## config.mk

```make
export PLATFORM = sky130hd
export DESIGN_NAME = key_debounce_array
export DESIGN_NICKNAME = d
export VERILOG_FILES = /design/src/rtl/key_debounce_array.sv
export SDC_FILE = /design/constraint.sdc
export NUM_CORES = 1
export LEC_CHECK = 0
export CAP_MARGIN = 15
export CELL_PAD_IN_SITES_DETAIL_PLACEMENT = 1
export CELL_PAD_IN_SITES_GLOBAL_PLACEMENT = 2
export CORE_MARGIN = 5
export CORE_UTILIZATION = 35
export DETAILED_ROUTE_END_ITERATION = 10
export PLACE_DENSITY = 0.76
export SLEW_MARGIN = 10
export SYNTH_ARGS = -nofsm -noshare
export SYNTH_HDL_FRONTEND = slang
export SYNTH_SLANG_ARGS = --single-unit
export TNS_END_PERCENT = 30
```

## constraint.sdc

```tcl
create_clock -name clk -period 8.3 [get_ports clk]
set_input_delay 1.66 -clock clk [delete_from_list [all_inputs] [get_ports clk]]
set_output_delay 1.66 -clock clk [all_outputs]
set_load 0.02 [all_outputs]
```

## src/rtl/key_debounce_array.sv

```systemverilog
`timescale 1ns/1ps
// ---------------------------------------------------------------------------
// key_debounce_array
//
// Debounces NUM_KEYS independent push buttons against one shared millisecond
// tick. Each channel reports accepted press/release pulses, a stable hold
// level, a single long-press pulse and periodic auto-repeat pulses after it.
//
// Ports:
//   clk          system clock
//   rst_n        synchronous active-low reset
//   key_in       raw asynchronous key pins (polarity set by ACTIVE_LOW)
//   key_press    1-cycle pulse when a press is accepted
//   key_release  1-cycle pulse when a release is accepted
//   key_hold     high from accepted press until accepted release
//   key_long     1-cycle pulse once per press after LONG_MS of holding
//   key_repeat   1-cycle pulse every REPEAT_MS after key_long (0 = off)
//   key_any      OR of all key_hold bits
// ---------------------------------------------------------------------------
module key_debounce_array #(
  parameter int NUM_KEYS    = 4,
  parameter int CLK_FREQ    = 50_000_000,
  parameter int DEBOUNCE_MS = 20,
  parameter int LONG_MS     = 1000,
  parameter int REPEAT_MS   = 200,
  parameter int ACTIVE_LOW  = 1
) (
  input  logic                clk,
  input  logic                rst_n,
  input  logic [NUM_KEYS-1:0] key_in,
  output logic [NUM_KEYS-1:0] key_press,
  output logic [NUM_KEYS-1:0] key_release,
  output logic [NUM_KEYS-1:0] key_hold,
  output logic [NUM_KEYS-1:0] key_long,
  output logic [NUM_KEYS-1:0] key_repeat,
  output logic                key_any
);

  // Clamped at 1 so a very slow clock still produces a tick every cycle.
  localparam int TICK_DIV = (CLK_FREQ / 1000 >= 1) ? (CLK_FREQ / 1000) : 1;
  localparam int TW       = (TICK_DIV > 1) ? $clog2(TICK_DIV) : 1;
  localparam int MAX_DL   = (DEBOUNCE_MS > LONG_MS) ? DEBOUNCE_MS : LONG_MS;
  localparam int MAX_MS   = (MAX_DL > REPEAT_MS) ? MAX_DL : REPEAT_MS;
  localparam int CW       = $clog2(MAX_MS + 1);

  localparam logic [TW-1:0] TICK_LAST = TW'(TICK_DIV - 1);
  localparam logic [CW-1:0] DEB_LAST  = CW'(DEBOUNCE_MS - 1);
  // Long-press time counts from the first stable level, so the debounce
  // time already spent before acceptance is taken off here.
  localparam logic [CW-1:0] LONG_LAST = CW'(LONG_MS - DEBOUNCE_MS - 1);
  localparam logic [CW-1:0] REP_LAST  = CW'((REPEAT_MS > 0) ? (REPEAT_MS - 1) : 0);
  localparam logic [CW-1:0] CNT_MAX   = {CW{1'b1}};
  localparam logic          IDLE_LVL  = (ACTIVE_LOW != 0) ? 1'b1 : 1'b0;

  typedef enum logic [1:0] {
    IDLE     = 2'd0,
    PRE_DOWN = 2'd1,
    DOWN     = 2'd2,
    PRE_UP   = 2'd3
  } keyState_e;

  logic [NUM_KEYS-1:0] sync0_q, sync1_q, sync2_q;
  logic [NUM_KEYS-1:0] act;
  logic [TW-1:0]       tickCnt_q;
  logic                tick;

  keyState_e           state_q [NUM_KEYS];
  keyState_e           state_d [NUM_KEYS];
  logic [CW-1:0]       dcnt_q  [NUM_KEYS];
  logic [CW-1:0]       dcnt_d  [NUM_KEYS];
  logic [CW-1:0]       hcnt_q  [NUM_KEYS];
  logic [CW-1:0]       hcnt_d  [NUM_KEYS];
  logic [NUM_KEYS-1:0] longFlag_q, longFlag_d;
  logic [NUM_KEYS-1:0] press_q, press_d;
  logic [NUM_KEYS-1:0] release_q, release_d;
  logic [NUM_KEYS-1:0] hold_q, hold_d;
  logic [NUM_KEYS-1:0] long_q, long_d;
  logic [NUM_KEYS-1:0] repeat_q, repeat_d;

  // Three-flop synchroniser per pin. Reset loads the released level so no
  // phantom press appears while the chain refills after reset.
  always_ff @(posedge clk) begin
    if (!rst_n) begin
      sync0_q <= {NUM_KEYS{IDLE_LVL}};
      sync1_q <= {NUM_KEYS{IDLE_LVL}};
      sync2_q <= {NUM_KEYS{IDLE_LVL}};
    end else begin
      sync0_q <= key_in;
      sync1_q <= sync0_q;
      sync2_q <= sync1_q;
    end
  end

  // act is 1 whenever a key is pressed, whatever the pin polarity.
  assign act = sync2_q ^ {NUM_KEYS{IDLE_LVL}};

  // Shared millisecond prescaler: tick is high during the last count.
  assign tick = (tickCnt_q == TICK_LAST);

  always_ff @(posedge clk) begin
    if (!rst_n) begin
      tickCnt_q <= '0;
    end else if (tick) begin
      tickCnt_q <= '0;
    end else begin
      tickCnt_q <= tickCnt_q + TW'(1);
    end
  end

  // Per-key next-state logic. A change of act always takes priority over a
  // coinciding tick, so a bounce restarts acceptance without counting.
  // While waiting for release confirmation the hold counter is frozen.
  always_comb begin
    press_d    = '0;
    release_d  = '0;
    long_d     = '0;
    repeat_d   = '0;
    hold_d     = hold_q;
    longFlag_d = longFlag_q;
    for (int k = 0; k < NUM_KEYS; k++) begin
      state_d[k] = state_q[k];
      dcnt_d[k]  = dcnt_q[k];
      hcnt_d[k]  = hcnt_q[k];
      case (state_q[k])
        IDLE: begin
          if (act[k]) begin
            state_d[k] = PRE_DOWN;
            dcnt_d[k]  = '0;
          end
        end
        PRE_DOWN: begin
          if (!act[k]) begin
            state_d[k] = IDLE;
          end else if (tick) begin
            if (dcnt_q[k] == DEB_LAST) begin
              state_d[k]    = DOWN;
              press_d[k]    = 1'b1;
              hold_d[k]     = 1'b1;
              hcnt_d[k]     = '0;
              longFlag_d[k] = 1'b0;
            end else begin
              dcnt_d[k] = dcnt_q[k] + CW'(1);
            end
          end
        end
        DOWN: begin
          if (!act[k]) begin
            state_d[k] = PRE_UP;
            dcnt_d[k]  = '0;
          end else if (tick) begin
            if (!longFlag_q[k]) begin
              if (hcnt_q[k] == LONG_LAST) begin
                long_d[k]     = 1'b1;
                longFlag_d[k] = 1'b1;
                hcnt_d[k]     = '0;
              end else begin
                hcnt_d[k] = hcnt_q[k] + CW'(1);
              end
            end else if (REPEAT_MS > 0) begin
              if (hcnt_q[k] == REP_LAST) begin
                repeat_d[k] = 1'b1;
                hcnt_d[k]   = '0;
              end else begin
                hcnt_d[k] = hcnt_q[k] + CW'(1);
              end
            end else if (hcnt_q[k] != CNT_MAX) begin
              hcnt_d[k] = hcnt_q[k] + CW'(1);
            end
          end
        end
        PRE_UP: begin
          if (act[k]) begin
            state_d[k] = DOWN;
          end else if (tick) begin
            if (dcnt_q[k] == DEB_LAST) begin
              state_d[k]   = IDLE;
              release_d[k] = 1'b1;
              hold_d[k]    = 1'b0;
            end else begin
              dcnt_d[k] = dcnt_q[k] + CW'(1);
            end
          end
        end
        default: begin
          state_d[k] = IDLE;
        end
      endcase
    end
  end

  // State, counters and registered outputs. Reset drops hold immediately
  // and suppresses every pulse, including the release of a held key.
  always_ff @(posedge clk) begin
    if (!rst_n) begin
      for (int k = 0; k < NUM_KEYS; k++) begin
        state_q[k] <= IDLE;
        dcnt_q[k]  <= '0;
        hcnt_q[k]  <= '0;
      end
      longFlag_q <= '0;
      press_q    <= '0;
      release_q  <= '0;
      hold_q     <= '0;
      long_q     <= '0;
      repeat_q   <= '0;
    end else begin
      state_q    <= state_d;
      dcnt_q     <= dcnt_d;
      hcnt_q     <= hcnt_d;
      longFlag_q <= longFlag_d;
      press_q    <= press_d;
      release_q  <= release_d;
      hold_q     <= hold_d;
      long_q     <= long_d;
      repeat_q   <= repeat_d;
    end
  end

  assign key_press   = press_q;
  assign key_release = release_q;
  assign key_hold    = hold_q;
  assign key_long    = long_q;
  assign key_repeat  = repeat_q;
  assign key_any     = |hold_q;

endmodule

```

==> impl_metrics.env, run 1 <==
export IMPL_status="completed"
export IMPL_port_buffers=26
export IMPL_synthArstFlopShare_pct=0
export IMPL_dp_hpwl_mm=12.64
export IMPL_grt_max_degree=52
export IMPL_setup_viol=0
export IMPL_io_pins=27
export IMPL_hp_class="reg2reg"
export IMPL_synth_area_sq_mm=0.006643
export IMPL_synth_cells=776
export IMPL_vias=5867
export IMPL_synthToLayoutAreaGrowth_pct=15.84
export IMPL_grtUsageTotal_pct=17.13
export IMPL_grt_pass1_vias=5983
export IMPL_vias_per_cell=5.658
export IMPL_p_leak_uw=0.002481
export IMPL_synth_edf_count=0
export IMPL_power_density_mw_per_mm2=198.8
export IMPL_final_cell_mix="140 x dfxtp_1, 73 x nor2_1, 56 x nand3_1"
export IMPL_top_regs="dcnt_q (40), hcnt_q (40), tickCnt_q (16)"
export IMPL_finClkSkew_ns=0.009470
export IMPL_cts_buffers=17
export IMPL_max_freq_ghz=0.2839
export IMPL_postSynthAreaPerCell_sq_um=8.560
export IMPL_die_w_um=147.8
export IMPL_ant_nets=0
export IMPL_maxCapViolCount=0
export IMPL_postLayoutCellArea_sq_mm=0.007695
export IMPL_report_final_slew_viol_count=0
export IMPL_wire_per_inst_um=17.21
export IMPL_drc=0
export IMPL_drive_gt1_share_pct=6.227
export IMPL_rows=50
export IMPL_start_util_pct=35.51
export IMPL_ir_drop_mv=0.1314
export IMPL_cts_num_sinks=140
export IMPL_layout_nets=806
export IMPL_ys_types=62
export IMPL_setup_tns_ns=0
export IMPL_nFillCells=2172
export IMPL_rsz0062_at_grt="no"
export IMPL_ys_warn_count=0
export IMPL_die_y_um=147.8
export IMPL_cts_tree="yes"
export IMPL_cts_resized=0
export IMPL_hold_viol_final=0
export IMPL_multi_input_area_sq_mm=0.003636
export IMPL_h_tree_depth=4
export IMPL_clk_pin_slew_ns=0.06
export IMPL_worst_pin_slew_ns=1.186
export IMPL_post_place_ws_ns=4.582
export IMPL_antenna_found_initial=0
export IMPL_synth_seq_cells=140
export IMPL_antenna_cells=0
export IMPL_synth_ff_type="dfxtp_1"
export IMPL_first_pass_iters=7
export IMPL_fin_ws_ns=4.778
export IMPL_grt_pass1_wl_mm=30.62
export IMPL_clock_latency_ns=0.42
export IMPL_crit_path_max_fanout=4
export IMPL_final_util_pct=41.14
export IMPL_min_period_ns=3.522
export IMPL_p_total_uw=1530
export IMPL_placed_cell_area_sq_mm=0.007066
export IMPL_endpoint_kind="primary output"
export IMPL_path_class="reg2out"
export IMPL_first_iter_violations=257
export IMPL_ys_seq_area_share_pct=42.19
export IMPL_regArea_sq_mm=0.002803
export IMPL_start_kind="flop"
export IMPL_clockRootBuffer="clkbuf_16"
export IMPL_max_slew_margin_pct=19.91
export IMPL_cts_buffer_depth=2
export IMPL_cts_setup_buffers=0
export IMPL_synth_fp_nets=791
export IMPL_die_area_sq_mm=0.02183
export IMPL_critPathRequiredTime_ns=6.64
export IMPL_totalWireLength_mm=17.85
export IMPL_fin_crit_sh_pct=42.44
export IMPL_gp_congestion=0.8137
export IMPL_core_sq_mm=0.01871
export IMPL_grt_overflow=0
export IMPL_crit_arrival_ns=1.86
export IMPL_final_common_cell="dfxtp_1"
export IMPL_hold_buffers=0
-- metal layers --
layer  GRT usage (%)  wire length [um]
met1           22.47              8402
met2           28.26              8594
met5               0                 0
met4           5.545               247
met3           3.525               601
-- path summary, 6_finish.rpt --
path / startpoint / end / slack [ns] / cells past startpoint
worst max-delay path: key_hold[2] / key_any / 4.78 / 2
worst min register to register: sync0_q[2] / sync1_q[2] / 0.41 / 1
worst max register to register: tickCnt_q[6] / key_repeat[2] / 5.13 / 5
worst min-delay path: sync0_q[2] / sync1_q[2] / 0.41 / 1
-- power breakdown --
group / switching (uW) / internal [uW] / total [uW]
Sequential: 6.83 / 678 / 685
Clock: 292 / 516 / 808
Combinational: 23.6 / 13.5 / 37.1
Total: 323 / 1210 / 1530
-- critical path, stage by stage (launching register included) --
cell	delay, ns
dfxtp_1	0.37
or4_1	0.51
clkdlybuf4s50_1	0.55
-- Yosys cell counts, drive strengths merged, types with 7 or more instances --
library cell  count  area share [%]
xnor2            28             3.7
a211oi            9             1.1
nor4              8            0.85
nand3            56             4.2
nand4            31             2.9
xor2             27             3.6
a31oi             8            0.75
or4              14             1.7
o22ai            10            0.94
nand2            55             3.1
dfxtp           140              42
and4              7            0.92
a21oi            42             3.2
nor4b            12             1.6
ha                9             1.7
and3             19             1.8
inv              13            0.73
clkbuf           31             1.8
nor3             25             1.9
nor2b             9            0.85
nand2b           17             1.6
nor2             73             4.1
o31ai             8            0.90
or3              26             2.4
o21ai            26             2.0
-- final cells by class --
type                       instances  share of cell area, %
tap                              234                  3.805
timing repair buffer              31                  3.772
inverter                          13                 0.6341
clock buffer                      20                  5.935
sequential                       140                  36.42
multi-input combinational        588                  47.25
clock inverter                    11                  2.179
-- cell families after synthesis --
family	Yosys count	synth area share (%)
AO/OA/AOI/OAI	140	13.75
XOR/XNOR	55	7.252
adder cells (fa/ha/maj)	9	1.695
buffers and inverters	48	3.070
flip-flops	140	42.19
multiplexers	3	0.4521
AND/OR/NAND/NOR	381	31.59
-- stage by stage --
step | cells | hold slack (ns)
detailed placement | 1005 | 0.3948
global placement | 1005 | 0.3886
floorplan | 776 | 0.3863
global route | 1037 | 0.4195
CTS | 1036 | 0.4091
finish | 1037 | 0.4064
Power figures use the tool's default switching activity.
==> inputs of run 2 (changes only) <==
==> constraint.sdc (replaced) <==
create_clock -name clk -period 3.5 [get_ports clk]
set_input_delay 0.7 -clock clk [delete_from_list [all_inputs] [get_ports clk]]
set_output_delay 0.7 -clock clk [all_outputs]
set_load 0.02 [all_outputs]
==> run 2 against run 1 <==
Compared with the run above:
- non-clock buffer count is 8 higher
- utilization is 0.074 points higher
- count of clock-buffer cells in the layout is 3 higher
- wire length is 4.5% higher
- clock skew is 0.00093 ns higher
- sequential share of layout area is 0.065 points lower
- clock power is 120% higher
==> impl_metrics.env, run 2 (synthesized netlist as in run 1, its figures left out) <==
export IMPL_synthToLayoutAreaGrowth_pct=16.05
export IMPL_worst_pin_slew_ns=1.040
export IMPL_drive_gt1_share_pct=7.143
export IMPL_clockRootBuffer="clkbuf_16"
export IMPL_setup_viol=0
export IMPL_grtUsageTotal_pct=17.47
export IMPL_cpPeakStageDelay_ns=0.62
export IMPL_antenna_cells=0
export IMPL_status="completed"
export IMPL_die_y_um=147.8
export IMPL_crit_slowest_cell="or4_4"
export IMPL_min_period_ns=2.708
export IMPL_hold_viol_final=0
export IMPL_grt_pass1_wl_mm=31.08
export IMPL_vias=5895
export IMPL_p_leak_uw=0.002490
export IMPL_crit_chain="or4_4 -> or4_1 -> buf_4 -> a211oi_2 -> nand2_1 -> o21ai_0"
export IMPL_maxCapViolCount=0
export IMPL_endpoint_kind="flop"
export IMPL_cp_top_family="simple AND/OR/NAND/NOR gates"
export IMPL_crit_buf_inv=1
export IMPL_grt_max_degree=33
export IMPL_port_buffers=26
export IMPL_rsz0062_at_grt="no"
export IMPL_die_area_sq_mm=0.02183
export IMPL_hold_depth=1
export IMPL_cts_resized=0
export IMPL_drc=0
export IMPL_first_pass_iters=4
export IMPL_setup_tns_ns=0
export IMPL_worstRegToRegCells=6
export IMPL_crit_path_max_fanout=19
export IMPL_fin_crit_sh_pct=77.38
export IMPL_max_freq_ghz=0.3692
export IMPL_cts_buffers=17
export IMPL_cts_tree="yes"
export IMPL_clk_pin_slew_ns=0.06
export IMPL_final_common_cell="dfxtp_1"
export IMPL_final_cell_mix="140 x dfxtp_1, 73 x nor2_1, 56 x nand3_1"
export IMPL_dp_hpwl_mm=13.15
export IMPL_critPathRequiredTime_ns=3.84
export IMPL_p_total_uw=3471
export IMPL_wire_per_inst_um=17.83
export IMPL_io_pins=27
export IMPL_gp_congestion=0.7965
export IMPL_first_iter_violations=319
export IMPL_totalWireLength_mm=18.65
export IMPL_path_class="reg2reg"
export IMPL_rows=50
export IMPL_power_density_mw_per_mm2=450.3
export IMPL_cts_setup_buffers=0
export IMPL_start_util_pct=35.51
export IMPL_cts_num_sinks=140
export IMPL_start_kind="flop"
export IMPL_path_depth=6
export IMPL_hold_buffers=0
export IMPL_cts_buffer_depth=2
export IMPL_core_sq_mm=0.01871
export IMPL_crit_arrival_ns=3.05
export IMPL_hp_class="reg2reg"
export IMPL_layout_nets=814
export IMPL_nFillCells=2192
export IMPL_ant_nets=0
export IMPL_grt_overflow=0
export IMPL_die_w_um=147.8
export IMPL_top_regs="dcnt_q (40), hcnt_q (40), tickCnt_q (16)"
export IMPL_clock_latency_ns=0.42
export IMPL_fin_ws_ns=0.7916
export IMPL_vias_per_cell=5.636
export IMPL_antenna_found_initial=0
export IMPL_post_place_ws_ns=0.8165
export IMPL_grt_pass1_vias=6073
export IMPL_ir_drop_mv=0.3294
export IMPL_report_final_slew_viol_count=0
export IMPL_h_tree_depth=4
export IMPL_max_slew_margin_pct=29.93
export IMPL_finClkSkew_ns=0.01040
-- run 2: cell types whose count changed in the layout (fill, tap and decap cells not counted) --
cell	previous run	this run
clkbuf_2	1	0
bufinv_16	4	1
buf_4	4	13
clkbuf_8	2	4
clkbuf_1	1	2
clkinv_2	3	2
clkinvlp_4	2	4
-- run 2: path summary, 6_finish.rpt --
check                              startpoint         end  slack [ns]
worst max-delay path            tickCnt_q[13]   hcnt_q[2]        0.79
worst min-delay path               sync1_q[0]  sync2_q[0]        0.40
worst max register to register  tickCnt_q[13]   hcnt_q[2]        0.79
worst min register to register     sync1_q[0]  sync2_q[0]        0.40
-- run 2: report_power, final --
part | internal (uW) | total [uW] | switching (uW)
combinational | 32.8 | 90.6 | 57.8
sequential | 1610 | 1620 | 17.4
clock | 1050 | 1760 | 704
total | 2690 | 3470 | 779
-- run 2: worst reg2reg max path, cell delays in order (launching register included) --
cell	delay, ns
dfxtp_1	0.33
or4_4	0.62
or4_1	0.50
buf_4	0.24
a211oi_2	0.33
nand2_1	0.32
o21ai_0	0.28
-- run 2: per-stage QoR --
| stage | instance area, sq um | utilization (%) | hold WS, ns | cells |
|---|---|---|---|---|
| 2_1_floorplan | 6643 | - | 0.3863 | 776 |
| 3_3_place_gp | 7133 | 38.13 | 0.3893 | 1014 |
| 5_1_grt | 7709 | 41.21 | 0.4268 | 1046 |
| 6_report | 7709 | 41.21 | 0.4040 | 1046 |
| 4_1_cts | 7709 | 41.21 | 0.4097 | 1046 |
| 3_5_place_dp | 7133 | 38.13 | 0.3957 | 1014 |
-- run 2: layout make-up --
cell class / instances / area, sq um / share of cell area [%]
clock buffer: 23 / 488.0 / 6.330
clock inverter: 9 / 87.58 / 1.136
tap: 234 / 292.8 / 3.798
timing repair buffer: 39 / 352.8 / 4.577
sequential: 140 / 2803 / 36.36
inverter: 13 / 48.80 / 0.6330
multi-input combinational: 588 / 3636 / 47.17
-- run 2: routing by layer --
metal	global-route usage (%)	vias up	wire, um
li1	-	2914	-
met2	29.16	53	8901
met3	3.617	16	398
met1	22.70	2912	9120
met4	5.545	0	230
met5	0	-	0
